## config.mk

```make
export PLATFORM = sky130hd
export DESIGN_NAME = div_arb_seq
export DESIGN_NICKNAME = d
export VERILOG_FILES = /design/src/rtl/div_arb_seq.sv
export SDC_FILE = /design/constraint.sdc
export NUM_CORES = 1
export LEC_CHECK = 0
export CAP_MARGIN = 20
export CORE_MARGIN = 10
export CORE_UTILIZATION = 49
export DETAILED_ROUTE_END_ITERATION = 7
export GPL_TIMING_DRIVEN = 0
export PLACE_DENSITY_LB_ADDON = 0.05
export SETUP_SLACK_MARGIN = 0.02
export SKIP_LAST_GASP = 1
export SLEW_MARGIN = 0
export SYNTH_ARGS = -nofsm -noshare
export SYNTH_HDL_FRONTEND = slang
export SYNTH_SLANG_ARGS = --single-unit
```

## constraint.sdc

```tcl
create_clock -name clk -period 4.5 [get_ports clk]
set_input_delay 0.9 -clock clk [delete_from_list [all_inputs] [get_ports clk]]
set_output_delay 0.9 -clock clk [all_outputs]
set_load 0.02 [all_outputs]
```

## src/rtl/div_arb_seq.sv

```systemverilog
// Shared 16-by-8 restoring divider serving NREQ requesters in round-robin order.
// Handshakes: a transfer occurs in any cycle where valid && ready; valid holds, operands stable, until then.
module div_arb_seq #(
   parameter int NREQ = 4,
   parameter int IDW  = 3
) (
   input  logic                 clk,
   input  logic                 rst_n,
   input  logic [NREQ-1:0]      req_valid,
   input  logic [16*NREQ-1:0]   req_a,
   input  logic [8*NREQ-1:0]    req_b,
   output logic [NREQ-1:0]      req_ready,
   output logic                 out_valid,
   input  logic                 out_ready,
   output logic [IDW-1:0]       out_id,
   output logic [15:0]          result,
   output logic [15:0]          odd,
   output logic                 busy
);

   typedef enum logic [1:0] {
      ST_IDLE = 2'd0,
      ST_BUSY = 2'd1,
      ST_DONE = 2'd2
   } state_t;

   state_t         state_q, state_d;
   logic [IDW-1:0] ptr_q, ptr_d;
   logic [3:0]     cnt_q, cnt_d;
   logic [7:0]     rem_q, rem_d;
   logic [15:0]    q_q, q_d;
   logic [15:0]    a_q, a_d;
   logic [7:0]     b_q, b_d;
   logic [IDW-1:0] id_q, id_d;
   logic [15:0]    result_q, result_d;
   logic [15:0]    odd_q, odd_d;
   logic           out_valid_q, out_valid_d;
   logic           busy_q, busy_d;

   logic           found_hi, found_lo, accept;
   logic [IDW-1:0] g_hi, g_lo, grant;
   logic [15:0]    a_sel;
   logic [7:0]     b_sel;
   logic [8:0]     t;

   // Grant the lowest requester at or above ptr; otherwise wrap to the lowest below it.
   always_comb begin
      found_hi = 1'b0;
      found_lo = 1'b0;
      g_hi     = '0;
      g_lo     = '0;
      for (int i = 0; i < NREQ; i++) begin
         if (req_valid[i]) begin
            if (IDW'(i) >= ptr_q) begin
               if (!found_hi) begin
                  found_hi = 1'b1;
                  g_hi     = IDW'(i);
               end
            end else if (!found_lo) begin
               found_lo = 1'b1;
               g_lo     = IDW'(i);
            end
         end
      end
      grant = found_hi ? g_hi : g_lo;
      a_sel = '0;
      b_sel = '0;
      for (int i = 0; i < NREQ; i++) begin
         if (IDW'(i) == grant) begin
            a_sel = req_a[16*i +: 16];
            b_sel = req_b[8*i +: 8];
         end
      end
      accept    = rst_n && (state_q == ST_IDLE) && (found_hi || found_lo);
      req_ready = accept ? (NREQ'(1) << grant) : '0;
   end

   always_comb begin
      state_d     = state_q;
      ptr_d       = ptr_q;
      cnt_d       = cnt_q;
      rem_d       = rem_q;
      q_d         = q_q;
      a_d         = a_q;
      b_d         = b_q;
      id_d        = id_q;
      result_d    = result_q;
      odd_d       = odd_q;
      out_valid_d = out_valid_q;
      busy_d      = busy_q;
      t           = {rem_q, a_q[cnt_q]};
      case (state_q)
         ST_IDLE: begin
            if (accept) begin
               ptr_d  = (grant == IDW'(NREQ-1)) ? '0 : grant + IDW'(1);
               a_d    = a_sel;
               b_d    = b_sel;
               id_d   = grant;
               rem_d  = '0;
               q_d    = '0;
               cnt_d  = 4'd15;
               busy_d = 1'b1;
               if (b_sel == 8'd0) begin
                  result_d    = 16'hFFFF;
                  odd_d       = a_sel;
                  out_valid_d = 1'b1;
                  state_d     = ST_DONE;
               end else begin
                  state_d = ST_BUSY;
               end
            end
         end
         ST_BUSY: begin
            // rem < B always, so the true difference fits in 8 bits.
            if (t >= {1'b0, b_q}) begin
               rem_d       = t[7:0] - b_q;
               q_d[cnt_q]  = 1'b1;
            end else begin
               rem_d = t[7:0];
            end
            if (cnt_q == 4'd0) begin
               result_d    = q_d;
               odd_d       = {8'h00, rem_d};
               out_valid_d = 1'b1;
               state_d     = ST_DONE;
            end else begin
               cnt_d = cnt_q - 4'd1;
            end
         end
         ST_DONE: begin
            if (out_ready) begin
               out_valid_d = 1'b0;
               busy_d      = 1'b0;
               state_d     = ST_IDLE;
            end
         end
         default: begin
            state_d = ST_IDLE;
         end
      endcase
   end

   always_ff @(posedge clk or negedge rst_n) begin
      if (!rst_n) begin
         state_q     <= ST_IDLE;
         ptr_q       <= '0;
         cnt_q       <= '0;
         rem_q       <= '0;
         q_q         <= '0;
         a_q         <= '0;
         b_q         <= '0;
         id_q        <= '0;
         result_q    <= '0;
         odd_q       <= '0;
         out_valid_q <= 1'b0;
         busy_q      <= 1'b0;
      end else begin
         state_q     <= state_d;
         ptr_q       <= ptr_d;
         cnt_q       <= cnt_d;
         rem_q       <= rem_d;
         q_q         <= q_d;
         a_q         <= a_d;
         b_q         <= b_d;
         id_q        <= id_d;
         result_q    <= result_d;
         odd_q       <= odd_d;
         out_valid_q <= out_valid_d;
         busy_q      <= busy_d;
      end
   end

   assign out_valid = out_valid_q;
   assign out_id    = id_q;
   assign result    = result_q;
   assign odd       = odd_q;
   assign busy      = busy_q;

endmodule
```

==> flow_summary.toml, run 1 <==
[timing]
hold_violations = 0
tightest_slew_ns = 0.563
fin_crit_sh = 0.965
setup_viol = 0
hold_slack_ns = 0.445
tns_ns = 0
fin_crit_ns = 4.34
rsz0062_at_grt = "no"
drv_slew = 0
skew_ns = 0.0118
relSlewSlack = 0.621
fmaxAchievable_mhz = 230

[clock_network]
cts_made_buffers = 9
htree_levels = 3
cts-root-buf = "clkbuf_8"
clock-sinks = 92
cts_tree = "yes"
clk_latency_ns = 0.38
clk_pin_slew_ns = 0.09
postCtsSetupBuffers = 0
cts_hold_buffers = 0
clockBufferDepth = 2
cts_resized = 5

[synth]
syn_nets = 696
synth_common_cells = "dfrtp_1 (92), nand2_1 (52), o21ai_0 (44), nor2_1 (34), inv_1 (32)"
synth_cells = 576
yosys-mux-area-fraction = 0.0550
synth_compound_area_frac = 0.251
yosysWarnings = 0
synth_xor_area_frac = 0.00650
yosys.area_share.simple = 0.158
postSynthAreaPerCell_um2 = 9.36
yosys-top-cells-area = "dfrtp_1 (43%), o21ai_0 (4.1%), ha_1 (3.7%)"
syn_area_um2 = 5390
yosys.area.top_type_share = 0.427
synth_top_family_by_area = "compound AO/OA/AOI/OAI gates"
synthAdderAreaFrac = 0.0408
synth_most_common_cell = "dfrtp_1"
synth_ff_type = "dfrtp_1"
yosysTopAreaCell = "dfrtp_1"
synthDistinctLibCells = 65
ys_ff_latch = 92
yosysSeqAreaShare = 0.427
synth-edff-count = 0
async_flop_share = 1.00

[finish]
fin_util = 0.670
fin_area_um2 = 7240
finish.net_count = 847
antenna_cells = 0
layout-drive-gt1-share = 0.0806
syn_to_final_growth_pct = 34.1

[routing]
vias_per_cell = 6.00
dr.pass1.iters = 5
wire_per_inst_um = 20.2
route.detailed.drc = 0
ant_nets = 0
drt_iter0_markers = 384
wl_um = 17600
vias = 5231

[pwr]
p_leak_uw = 0.00308
vdd_drop_max_mv = 0.391
pwr_density_cell_nw_per_um2 = 731

[run]
max_cap_violations = 0

[setup_path]
critPathRequiredTime_ns = 3.60
crit_type = "in2out"
arrival_ns = 3.44
cp_max_fo = 28
startpoint_type = "primary input"
cp-end-kind = "output pin"

[grt]
track_usage = 0.217
grt_pass1_vias = 5320
grt_max_degree = 67
grt_first_pass_wirelength_um = 28000
antenna_found_initial = 0
grt-ovfl-total = 0

[die]
die_x_um = 125
die_y_um = 125
dieArea_um2 = 15600
rows = 38
ios = 144
start_util = 0.500
core_um2 = 10800

[place]
finalWeightedCongestion = 0.902
post-dp-hpwl_um = 14000
dpl_cell_area_um2 = 7020
port_buffers = 142

[min_path]
hp-class = "in2async"

[status]
status = "finished clean"
layout make-up:
| class | instances | area [um^2] |
|---|---|---|
| plain buffers | 42 | 206 |
| well taps | 140 | 175 |
| clock buffers | 11 | 131 |
| repair buffers | 143 | 1450 |
| flip-flops and latches | 92 | 2300 |
| multi-input cells | 406 | 2790 |
| inverters | 33 | 124 |
| clock inverters | 5 | 60.1 |
| fillers | 896 | 3560 |
flip-flops by register name, indices dropped and copies added, names as in the netlist:
name / count
a_q: 16
b_q: 8
busy: 1
cnt_q: 4
odd: 16
out_id: 2
out_valid: 1
ptr_q: 2
q_q: 16
rem_q: 8
result: 16
state_q: 2
power breakdown:
group	switching [uW]	internal (uW)	leakage (uW)	total (uW)
Combinational	1900	1410	0.00184	3310
Sequential	223	1190	0.00115	1410
Clock	306	261	0.0000943	567
kinds of logic (layout without fill, tap and decap cells):
logic type | Yosys count | after routing
flops | 92 | 92
compound gates | 192 | 192
xor+xnor | 4 | 4
fa+ha+maj | 17 | 17
mux | 21 | 21
other cells | 1 | 1
buf+inv | 78 | 234
simple gates | 171 | 171
layer usage:
metal  GRT usage  up-vias  share of wire
met5           0        -              0
met4      0.0657        0          0.018
met3      0.0838       23          0.097
met2       0.360      226           0.48
met1       0.255     2565           0.41
li1            -     2417              -
path summary, 6_finish.rpt:
| path | startpoint | to | slack, ns | depth (start not counted) |
|---|---|---|---|---|
| min | rst_n | odd[1] | 0.44 | 1 |
| max in group asynchronous | rst_n | result[7] | 3.40 | 2 |
| max reg2reg | cnt_q[0] | result[11] | 0.59 | 13 |
| max | req_valid[3] | req_ready[1] | 0.16 | 7 |
| min reg2reg | a_q[10] | a_q[10] | 0.49 | 2 |
| min in group clk | a_q[10] | a_q[10] | 0.49 | 2 |
worst max-delay path, cell delays in order:
cell and delay, ns:
clkdlybuf4s50_1 0.58, mux2i_1 0.13, a221oi_2 0.38, ha_1 0.30, buf_4 0.31, and2_1 0.20
clkdlybuf4s50_1 0.63
layout by cell type (no fill, tap or decap), types with 6 or more instances in the layout:
| master | Yosys | routed |
|---|---|---|
| dfrtp_1 | 92 | 92 |
| a22oi_1 | 6 | 6 |
| mux2i_1 | 6 | 6 |
| o22a_1 | 10 | 10 |
| ha_1 | 16 | 16 |
| a41oi_1 | 8 | 8 |
| a31oi_1 | 9 | 9 |
| clkbuf_1 | 25 | 23 |
| nand2b_1 | 8 | 8 |
| a21oi_1 | 29 | 29 |
| and2_1 | 12 | 12 |
| clkdlybuf4s50_1 | 0 | 139 |
| a221oi_1 | 18 | 17 |
| o31ai_1 | 7 | 7 |
| nor2b_1 | 18 | 18 |
| inv_1 | 32 | 32 |
| o22ai_1 | 11 | 11 |
| a311o_1 | 8 | 8 |
| clkbuf_8 | 0 | 9 |
| nand2_1 | 52 | 52 |
| nand3_1 | 7 | 7 |
| buf_2 | 13 | 12 |
| nor2_1 | 34 | 34 |
| mux2_4 | 6 | 6 |
| nor3_1 | 18 | 18 |
| buf_4 | 3 | 6 |
| o21ai_0 | 44 | 44 |
metrics by stage:
step / setup WS, ns / power (uW) / cells
after CTS: -0.117 / 5250 / 872
final: 0.157 / 5290 / 872
after global routing: 0.00470 / 5670 / 872
after detailed placement: -0.768 / 4690 / 859
after global placement: -3.64 / 4610 / 858
after floorplan: 0.829 / 3570 / 576
(Power assumes the default switching activity.)
==> run 2: changes to the inputs <==
--- a/config.mk
+++ b/config.mk
@@ -5,7 +5,6 @@
 export SDC_FILE = /design/constraint.sdc
 export NUM_CORES = 1
 export LEC_CHECK = 0
-export CAP_MARGIN = 20
 export CORE_MARGIN = 10
 export CORE_UTILIZATION = 49
 export DETAILED_ROUTE_END_ITERATION = 7
==> results of run 2 <==
The final DEF is identical to that of run 1; final timing and power are the same.
